### config.mk
export PLATFORM = sky130hd
export DESIGN_NAME = fetch_unit
export DESIGN_NICKNAME = d
export VERILOG_FILES = /design/src/rtl/fetch_unit_pkg.sv /design/src/rtl/pc_counter.sv /design/src/rtl/fetch_unit.sv
export SDC_FILE = /design/constraint.sdc
export NUM_CORES = 1
export LEC_CHECK = 0
export CAP_MARGIN = 10
export CORE_ASPECT_RATIO = 1.75
export CORE_MARGIN = 5
export CORE_UTILIZATION = 40
export DETAILED_ROUTE_END_ITERATION = 6
export PLACE_DENSITY = 0.72
export SYNTH_ARGS = -nofsm -noshare
export SYNTH_HDL_FRONTEND = slang
export SYNTH_SLANG_ARGS = --single-unit
### constraint.sdc
create_clock -name CLK -period 3.3 [get_ports CLK]
set_input_delay 0.495 -clock CLK [delete_from_list [all_inputs] [get_ports CLK]]
set_output_delay 0.495 -clock CLK [all_outputs]
set_load 0.05 [all_outputs]
### src/rtl/fetch_unit_pkg.sv
// Shared types for the instruction fetch unit:
// state encoding, PC and instruction widths.
package fetch_unit_pkg;

  localparam int PC_W  = 4;
  localparam int IW    = 16;
  localparam int CNT_W = 8;

  typedef logic [PC_W-1:0]  pc_t;
  typedef logic [IW-1:0]    ins_t;
  typedef logic [CNT_W-1:0] cnt_t;

  typedef enum logic [1:0] {
    S_IDLE  = 2'd0,
    S_FETCH = 2'd1,
    S_HALT  = 2'd2
  } state_e;

  function automatic cnt_t sat_inc(input cnt_t c);
    return (c == '1) ? c : c + cnt_t'(1);
  endfunction

endpackage

### src/rtl/pc_counter.sv
// Program counter: load beats increment; flags
// the 15->0 rollover of an increment.
module pc_counter
  import fetch_unit_pkg::*;
(
  input  logic clk_i,
  input  logic rst_i,
  input  logic ld_i,
  input  pc_t  ld_val_i,
  input  logic inc_i,
  output pc_t  pc_o,
  output logic wrap_o
);

  pc_t pc_q;
  pc_t pc_d;

  always_comb begin
    pc_d = pc_q;
    if (ld_i)
      pc_d = ld_val_i;
    else if (inc_i)
      pc_d = pc_q + pc_t'(1);
  end

  always_ff @(posedge clk_i) begin
    if (rst_i)
      pc_q <= '0;
    else
      pc_q <= pc_d;
  end

  assign pc_o   = pc_q;
  assign wrap_o = inc_i && !ld_i
               && (pc_q == '1);

endmodule

### src/rtl/fetch_unit.sv
// Instruction fetch FSM: feeds one IR slot to the
// decoder with stall, redirect and halt handling.
module fetch_unit
  import fetch_unit_pkg::*;
(
  input  logic            CLK,
  input  logic            RST,
  input  logic            RUN,
  output logic [PC_W-1:0] PC,
  input  logic [IW-1:0]   INS,
  output logic [IW-1:0]   IR,
  output logic [PC_W-1:0] IR_PC,
  output logic            IR_VALID,
  input  logic            IR_READY,
  input  logic            JMP_EN,
  input  logic [PC_W-1:0] JMP_ADDR,
  input  logic            HALT_REQ,
  output logic            HALTED,
  output logic            WRAP,
  output logic [CNT_W-1:0] FCNT
);

  state_e state_q;
  ins_t   ir_q;
  pc_t    ir_pc_q;
  logic   vld_q;
  logic   halted_q;
  logic   wrap_q;
  cnt_t   fcnt_q;

  logic in_fetch;
  logic xfer;
  logic jmp_go;
  logic cap;
  logic pc_wrap;
  pc_t  pc;

  assign in_fetch = (state_q == S_FETCH);
  assign xfer     = vld_q && IR_READY;
  // halt outranks a redirect, which outranks capture
  assign jmp_go   = in_fetch && !HALT_REQ
                 && JMP_EN;
  assign cap      = in_fetch && !HALT_REQ
                 && !JMP_EN
                 && (!vld_q || xfer);

  pc_counter u_pc (
    .clk_i    (CLK),
    .rst_i    (RST),
    .ld_i     (jmp_go),
    .ld_val_i (JMP_ADDR),
    .inc_i    (cap),
    .pc_o     (pc),
    .wrap_o   (pc_wrap)
  );

  always_ff @(posedge CLK) begin
    if (RST) begin
      state_q  <= S_IDLE;
      ir_q     <= '0;
      ir_pc_q  <= '0;
      vld_q    <= 1'b0;
      halted_q <= 1'b0;
      wrap_q   <= 1'b0;
      fcnt_q   <= '0;
    end else begin
      wrap_q <= pc_wrap;
      if (xfer)
        fcnt_q <= sat_inc(fcnt_q);
      unique case (state_q)
        S_IDLE: begin
          if (RUN)
            state_q <= S_FETCH;
        end
        S_FETCH: begin
          if (HALT_REQ) begin
            state_q  <= S_HALT;
            halted_q <= 1'b1;
            vld_q    <= 1'b0;
          end else if (JMP_EN) begin
            vld_q <= 1'b0;
          end else if (cap) begin
            ir_q    <= INS;
            ir_pc_q <= pc;
            vld_q   <= 1'b1;
          end
        end
        S_HALT: begin
          if (!RUN) begin
            state_q  <= S_IDLE;
            halted_q <= 1'b0;
          end
        end
        default: begin
          state_q  <= S_IDLE;
          halted_q <= 1'b0;
          vld_q    <= 1'b0;
        end
      endcase
    end
  end

  assign PC       = pc;
  assign IR       = ir_q;
  assign IR_PC    = ir_pc_q;
  assign IR_VALID = vld_q;
  assign HALTED   = halted_q;
  assign WRAP     = wrap_q;
  assign FCNT     = fcnt_q;

endmodule

==> impl_metrics.tcl, run 1 <==
set metrics [dict create \
    outcome "complete, no violations" \
    die_w_um 56.8 \
    core_um2 3660 \
    leakage_nw 0.792 \
    overflow 0 \
    critPathLaunchType "flip-flop" \
    post-route-drc-count 0 \
    min_from "IR[3]$_SDFFE_PP0P_" \
    max_cap_violations 0 \
    grt_max_degree 23 \
    wl_per_cell_um 13.2 \
    min_period_over_period 0.649 \
    cts_made_buffers 5 \
    fin_area_um2 2280 \
    ctsResizeCount 0 \
    grt_pass1_vias 1501 \
    root_buffer "clkbuf_8" \
    nets 274 \
    cts_buffer_depth 2 \
    dieArea_um2 5230 \
    syn2layout_area_growth_pct 48.4 \
    htree_num_levels 2 \
    fin_skew_ps 8.15 \
    drive_above_1_share 0.0486 \
    ys_ff_latch 37 \
    crit_buf_inv 1 \
    fp.dieH_um 92.0 \
    rows 29 \
    hold_ws_ps 453 \
    arrival_ps 1650 \
    drtPass1Iterations 4 \
    ys_seq_area_frac 0.482 \
    clk_pin_slew_worst_paths_ps 70 \
    min_to "IR[3]$_SDFFE_PP0P_" \
    postRouteAntennaNets 0 \
    worst_hold_path.num_cells 2 \
    insertion_delay_ps 290 \
    max_stage_delay_ps 870 \
    worst-path-stages 1 \
    cts_sinks 37 \
    cts_setup_buffers 0 \
    fmax_ghz 0.467 \
    r2r-end "u_pc.pc_o[0]$_SDFFE_PP0P_" \
    tns_ps 0 \
    critical_path.cell_chain "clkdlybuf4s50_1" \
    diodes 0 \
    finalSetupViolations 0 \
    hold_viol_final 0 \
    p_per_area_nw_per_um2 430 \
    post-dp-hpwl_um 2920 \
    synthCells 187 \
    crit_path_top_delay_cell "clkdlybuf4s50_1" \
    vias_per_cell 5.24 \
    cp_max_fo 9 \
    reg2reg_depth 4 \
    vias 1534 \
    synth_area_per_cell_um2 8.21 \
    synth_cell_type_count 36 \
    placed_area_um2 2160 \
    worstPathRequired_ps 2800 \
    drt_iter0_markers 48 \
    max-vdd-ir-drop_mv 0.285 \
    min_path_type "flip-flop to flip-flop" \
    antenna_found_initial 0 \
    slew_headroom 0.467 \
    hold_buffers 0 \
    grt_setup_unrepaired "false" \
    cp-end-kind "primary output" \
    final_cells 293 \
    yosysWarningCount 0 \
    worstMarginPinSlew_ps 797 \
    syn_area_um2 1540 \
    report.final.slew_viol_count 0 \
    placed_cells 285 \
    grt_pass1_wl_um 6520 \
    num_io_pins 61 \
    rrSetupSlack_ps 1690 \
    synth_fp_nets 215 \
    crit_family "buffers and inverters" \
    grt_use_total 0.155 \
    port_buffers 60 \
    start_util 0.419 \
    min_period_ps 2140 \
    crit-reg2reg-launch "state_q[0]$_SDFFE_PP0P_" \
    fin_util 0.622 \
    postRouteWirelength_um 3870 \
    cts_tree "done" \
    crit_type "flip-flop to primary output" \
    gp_congestion 0.799 \
]
[report_power, final]
group | internal (mW) | switching [mW]
Clock | 0.246 | 0.154
Combinational | 0.0539 | 0.0617
Sequential | 0.456 | 0.00896
[cells in the final DEF, fill, tap and decap left out, types with 4 or more instances in the layout]
cell	instances
a21oi_1	27
nand3_1	5
dfxtp_1	37
nand2_1	49
clkbuf_8	6
clkdlybuf4s50_1	60
nor3_1	5
nand2b_1	4
nor2_1	9
[metrics by stage]
step	power (mW)	setup slack, ps
floorplan	0.536	1540
global placement	0.591	1140
detailed placement	0.592	1090
CTS	0.992	1150
global route	1.02	1100
finish	0.980	1160
[synth_stat cells]
master     n  area [um^2]
a221oi_1   1         8.76
a21oi_1   27          135
a31oi_1    2         12.5
a41o_1     1         10.0
nor4bb_1   1         10.0
and3_1     2         12.5
nand2b_1   4         25.0
nand3_1    5         25.0
nor3b_1    3         22.5
buf_6      2         22.5
buf_2      2         10.0
nand4b_1   1         8.76
a211oi_1   3         22.5
inv_1      3         11.3
nor2b_1    1         6.26
xor2_1     1         8.76
and4_1     1         8.76
o21ai_0    3         15.0
a22oi_1    1         7.51
nand3b_1   1         7.51
dfxtp_1   37          741
mux2i_1    3         30.0
o31ai_1    2         15.0
a21o_1     1         7.51
xnor2_1    1         8.76
buf_1      1         3.75
ha_1       2         25.0
clkbuf_1   6         22.5
a41oi_1    1         8.76
nand2_1   49          184
nand4_1    1         6.26
nor2_1     9         33.8
or3_4      1         11.3
nor3_1     6         30.0
o41ai_1    1         8.76
or3b_1     1         8.76
[state kept, by name, indices dropped and copies added, names as in the netlist]
signal     flops
IR_PC          4
HALTED         1
FCNT           8
WRAP           1
state_q        2
IR            16
u_pc.pc_o      4
IR_VALID       1
[layer usage]
layer | track usage | routed length (um)
met4 | 0.0600 | 48
met5 | 0 | 0
met2 | 0.281 | 2060
met1 | 0.162 | 1520
met3 | 0.0520 | 245
[logic make-up after synthesis]
logic type / share of synthesized area
AO/OA/AOI/OAI: 0.164
XOR/XNOR: 0.0114
adder cells (fa/ha/maj): 0.0163
buffers and inverters: 0.0456
flip-flops: 0.482
multiplexers: 0.0196
AND/OR/NAND/NOR: 0.261
[worst max path at each step]
stage                                 to                 start  slack (ps)
2_1_floorplan       FCNT[6]$_SDFFE_PP0P_  FCNT[0]$_SDFFE_PP0P_        1540
3_3_place_gp       IR_PC[2]$_SDFFE_PP0P_              HALT_REQ        1140
3_5_place_dp   u_pc.pc_o[0]$_SDFFE_PP0P_              HALT_REQ        1090
4_1_cts                          FCNT[2]  FCNT[2]$_SDFFE_PP0P_        1150
5_1_grt                          FCNT[2]  FCNT[2]$_SDFFE_PP0P_        1100
6_report                         FCNT[2]  FCNT[2]$_SDFFE_PP0P_        1160
[final cells by class]
type | count | area (um^2)
Clock buffer | 7 | 86.3
Clock inverter | 1 | 30.0
Fill cell | 343 | 1390
Inverter | 3 | 11.3
Multi-Input combinational cell | 136 | 729
Sequential cell | 37 | 741
Tap cell | 46 | 57.6
Timing Repair Buffer | 63 | 623
(Power assumes the default switching activity.)
==> run 2, diff against run 1 <==
CORE_UTILIZATION = 38   (was 40)
PLACE_DENSITY = 0.71   (was 0.72)
clock period = 1.8 ns   (was 3.3 ns; I/O delays follow)
==> impl_metrics.tcl, run 2 (synthesis results as in run 1) <==
set metrics [dict create \
    post-route-drc-count 0 \
    root_buffer "clkbuf_8" \
    post-dp-hpwl_um 2910 \
    pwr-share-seq 0.524 \
    grt_pass1_vias 1397 \
    max_cap_violations 0 \
    slew_headroom 0.656 \
    maxUsedRoutingLayer "met4" \
    crit_buf_inv 1 \
    largest_reg_flops 16 \
    critical_path.cell_chain "clkdlybuf4s50_1" \
    swShare 0.234 \
    arrival_ps 1420 \
    tns_ps 0 \
    crit_path_top_delay_cell "clkdlybuf4s50_1" \
    vias_per_cell 5.04 \
    hold_ws_ps 452 \
    syn2layout_area_growth_pct 48.2 \
    core_um2 3900 \
    start_util 0.393 \
    hold_buffers 0 \
    leakage_nw 0.841 \
    rows 30 \
    gp_congestion 0.832 \
    wl_per_cell_um 12.7 \
    die_w_um 58.0 \
    cts_sinks 37 \
    grt_max_degree 38 \
    p_per_area_nw_per_um2 715 \
    report.final.slew_viol_count 0 \
    final_common_cell "nand2_1" \
    layout_setup_ws_ps 106 \
    worstMarginPinSlew_ps 514 \
    fin_area_um2 2280 \
    placed_area_um2 2190 \
    fin_util 0.583 \
    hold_viol_final 0 \
    grt_setup_unrepaired "false" \
    overflow 0 \
    cp-end-kind "primary output" \
    grt_pass1_wl_um 6290 \
    place_ws_ps -99.5 \
    min_period_over_period 0.941 \
    nets 279 \
    min_path_type "flip-flop to flip-flop" \
    p_comb_frac 0.137 \
    min_period_ps 1690 \
    wl_met2_um 2020 \
    fillCellCount 401 \
    fmax_ghz 0.590 \
    cts_setup_buffers 0 \
    num_io_pins 61 \
    min_from "IR_PC[1]$_SDFFE_PP0P_" \
    wl_met3_um 270 \
    max_stage_delay_ps 810 \
    fp.dieH_um 94.1 \
    cts_tree "done" \
    grt_use_total 0.147 \
    placed_cells 292 \
    insertion_delay_ps 280 \
    mostFrequentLayoutCells "49 x nand2_1, 45 x clkdlybuf4s50_1, 37 x dfxtp_1, 27 x a21oi_1, 21 x buf_4" \
    htree_num_levels 2 \
    fin_skew_ps 6.37 \
    finalSetupViolations 0 \
    drt_iter0_markers 38 \
    drive_above_1_share 0.124 \
    crit_family "buffers and inverters" \
    worstPathRequired_ps 1530 \
    crit-reg2reg-launch "state_q[1]$_SDFFE_PP0P_" \
    critPathLaunchType "flip-flop" \
    crit_type "flip-flop to primary output" \
    postRouteWirelength_um 3780 \
    power_switching_mw 0.381 \
    startpoint "IR[6]$_SDFFE_PP0P_" \
    vias 1507 \
    cts_buffer_depth 2 \
    power.total_mw 1.63 \
    cts_made_buffers 5 \
    max-vdd-ir-drop_mv 0.456 \
    final_cells 299 \
    dieArea_um2 5460 \
    postRouteAntennaNets 0 \
    port_buffers 60 \
    drt-met1-wl_um 1440 \
    cp_max_fo 2 \
    internal-power_mw 1.25 \
    drtPass1Iterations 4 \
    antenna_found_initial 0 \
    diodes 0 \
    clk_pin_slew_worst_paths_ps 60 \
    clkPwrFrac 0.339 \
    ctsResizeCount 0 \
    outcome "complete, no violations" \
]
[run 2: worst paths after layout]
path                           endpoint  slack (ps)  cells past startpoint
setup / recovery                  IR[6]         110                      1
hold / removal    IR_PC[1]$_SDFFE_PP0P_         450                      2
setup reg to reg     IR[6]$_SDFFE_PP0P_         240                      6
hold reg to reg   IR_PC[1]$_SDFFE_PP0P_         450                      2
[run 2: worst reg2reg max path: stages (launching register included)]
cell     delay [ps]
dfxtp_1         350
or3b_1          420
buf_4           160
nor3_2          180
buf_12          190
nand2_1          70
a21oi_1         120
[run 2: cell type report]
class / count / area, um^2 / area share
timing repair buffer: 68 / 648 / 0.285
inverter: 3 / 11.3 / 0.00495
tap: 48 / 60.1 / 0.0264
multi-input combinational: 136 / 729 / 0.321
clock buffer: 7 / 86.3 / 0.0379
sequential: 37 / 741 / 0.325
[run 2: power groups by stage]
stage          clock, mW  combinational [mW]  sequential, mW
2_1_floorplan          0              0.0638           0.919
3_3_place_gp           0               0.224           0.870
3_5_place_dp           0               0.225           0.871
4_1_cts            0.578               0.226           0.852
5_1_grt            0.617               0.238           0.854
6_report           0.552               0.223           0.852
[run 2: layer usage]
metal,vias up,track usage
li1,771,-
met1,683,0.162
met2,47,0.261
met3,6,0.0385
met4,0,0.0580
met5,-,0
==> run 3, diff against run 2 <==
CORE_ASPECT_RATIO = 0.7   (was 1.75)
==> impl_metrics.tcl, run 3 (synthesis results as in run 1) <==
set metrics [dict create \
    outcome "complete, no violations" \
    place_ws_ps -64.8 \
    cts_sinks 37 \
    cp_max_fo 2 \
    cp-end-kind "primary output" \
    hold_ws_ps 454 \
    root_buffer "clkbuf_8" \
    startpoint "IR_PC[3]$_SDFFE_PP0P_" \
    postRouteWirelength_um 3960 \
    reg2reg_depth 6 \
    hold_viol_final 0 \
    rrSetupSlack_ps 250 \
    max_cap_violations 0 \
    worstPathRequired_ps 1530 \
    leakage_nw 0.835 \
    grt_pass1_vias 1393 \
    htree_num_levels 2 \
    grt_use_total 0.151 \
    report.final.slew_viol_count 0 \
    mostFrequentLayoutCells "49 x nand2_1, 45 x clkdlybuf4s50_1, 37 x dfxtp_1, 27 x a21oi_1, 23 x buf_4" \
    rows 19 \
    vias 1526 \
    fin_util 0.579 \
    dieArea_um2 5430 \
    gp_congestion 0.738 \
    core_um2 3920 \
    min_period_ps 1700 \
    post-route-drc-count 0 \
    insertion_delay_ps 280 \
    fmax_ghz 0.589 \
    cts_tree "done" \
    overflow 0 \
    grt_setup_unrepaired "false" \
    ctsResizeCount 0 \
    placed_area_um2 2190 \
    final_common_cell "nand2_1" \
    vias_per_cell 5.00 \
    slew_headroom 0.654 \
    postRouteAntennaNets 0 \
    diodes 0 \
    cts_buffer_depth 2 \
    wl_per_cell_um 13.0 \
    grt_pass1_wl_um 6580 \
    clk_pin_slew_worst_paths_ps 70 \
    max-vdd-ir-drop_mv 0.445 \
    critPathLaunchType "flip-flop" \
    fin_skew_ps 4.72 \
    largest_reg_flops 16 \
    fp.dieH_um 63.2 \
    syn2layout_area_growth_pct 47.8 \
    r2r-end "IR[2]$_SDFFE_PP0P_" \
    layout_setup_ws_ps 103 \
    cts_made_buffers 5 \
    p_per_area_nw_per_um2 714 \
    max_stage_delay_ps 810 \
    crit_buf_inv 1 \
    port_buffers 60 \
    crit-reg2reg-launch "state_q[1]$_SDFFE_PP0P_" \
    drtPass1Iterations 4 \
    crit_end "IR_PC[3]" \
    arrival_ps 1430 \
    crit_family "buffers and inverters" \
    crit_type "flip-flop to primary output" \
    grt_max_degree 26 \
    cts_setup_buffers 0 \
    drive_above_1_share 0.123 \
    tns_ps 0 \
    worstMarginPinSlew_ps 517 \
    start_util 0.391 \
    nets 280 \
    post-dp-hpwl_um 2900 \
    worst-path-stages 1 \
    drt_iter0_markers 84 \
    antenna_found_initial 0 \
    critical_path.cell_chain "clkdlybuf4s50_1" \
    min_path_type "flip-flop to flip-flop" \
    hold_buffers 0 \
    min_period_over_period 0.943 \
    num_io_pins 61 \
    fin_area_um2 2270 \
    crit_path_top_delay_cell "clkdlybuf4s50_1" \
    die_w_um 86.0 \
    finalSetupViolations 0 \
]
## run 3: worst min-delay path by stage
| stage | from | to | slack, ps | depth (start not counted) |
|---|---|---|---|---|
| final | IR[13]$_SDFFE_PP0P_ | IR[13]$_SDFFE_PP0P_ | 450 | 2 |
| after global routing | HALTED$_SDFFE_PP0P_ | HALTED$_SDFFE_PP0P_ | 470 | 2 |
| after CTS | IR[13]$_SDFFE_PP0P_ | IR[13]$_SDFFE_PP0P_ | 460 | 2 |
| after detailed placement | IR[13]$_SDFFE_PP0P_ | IR[13]$_SDFFE_PP0P_ | 450 | 2 |
| after global placement | IR[6]$_SDFFE_PP0P_ | IR[6]$_SDFFE_PP0P_ | 440 | 2 |
| after floorplan | INS[0] | IR[0]$_SDFFE_PP0P_ | 410 | 2 |
## run 3: routing by layer
layer | GRT usage | share of wire | vias to the layer above
met2 | 0.228 | 0.43 | 50
li1 | - | - | 770
met5 | 0 | 0 | -
met3 | 0.0573 | 0.094 | 2
met4 | 0.0534 | 0.0066 | 0
met1 | 0.197 | 0.47 | 704
## run 3: power by group
part | internal (mW) | switching (mW) | leakage, nW
logic | 0.106 | 0.117 | 0.496
registers | 0.836 | 0.0162 | 0.299
clock network | 0.275 | 0.270 | 0.0395
total | 1.22 | 0.403 | 0.835
## run 3: area by class of cell
cell class	instances	area, um^2
Clock buffer	8	80.1
Fill cell	385	1650
Inverter	3	11.3
Multi-Input combinational cell	136	729
Sequential cell	37	741
Tap cell	52	65.1
Timing Repair Buffer	69	643
## run 3: stage by stage
step	cells	power (mW)
final	305	1.62
after floorplan	187	0.982
after detailed placement	297	1.10
after CTS	305	1.64
after global routing	305	1.70
after global placement	297	1.09
## run 3: tightest hold or removal path: stages (launching register included)
cell and delay (ps):
dfxtp_1 310, nand2_1 50, a21oi_1 50
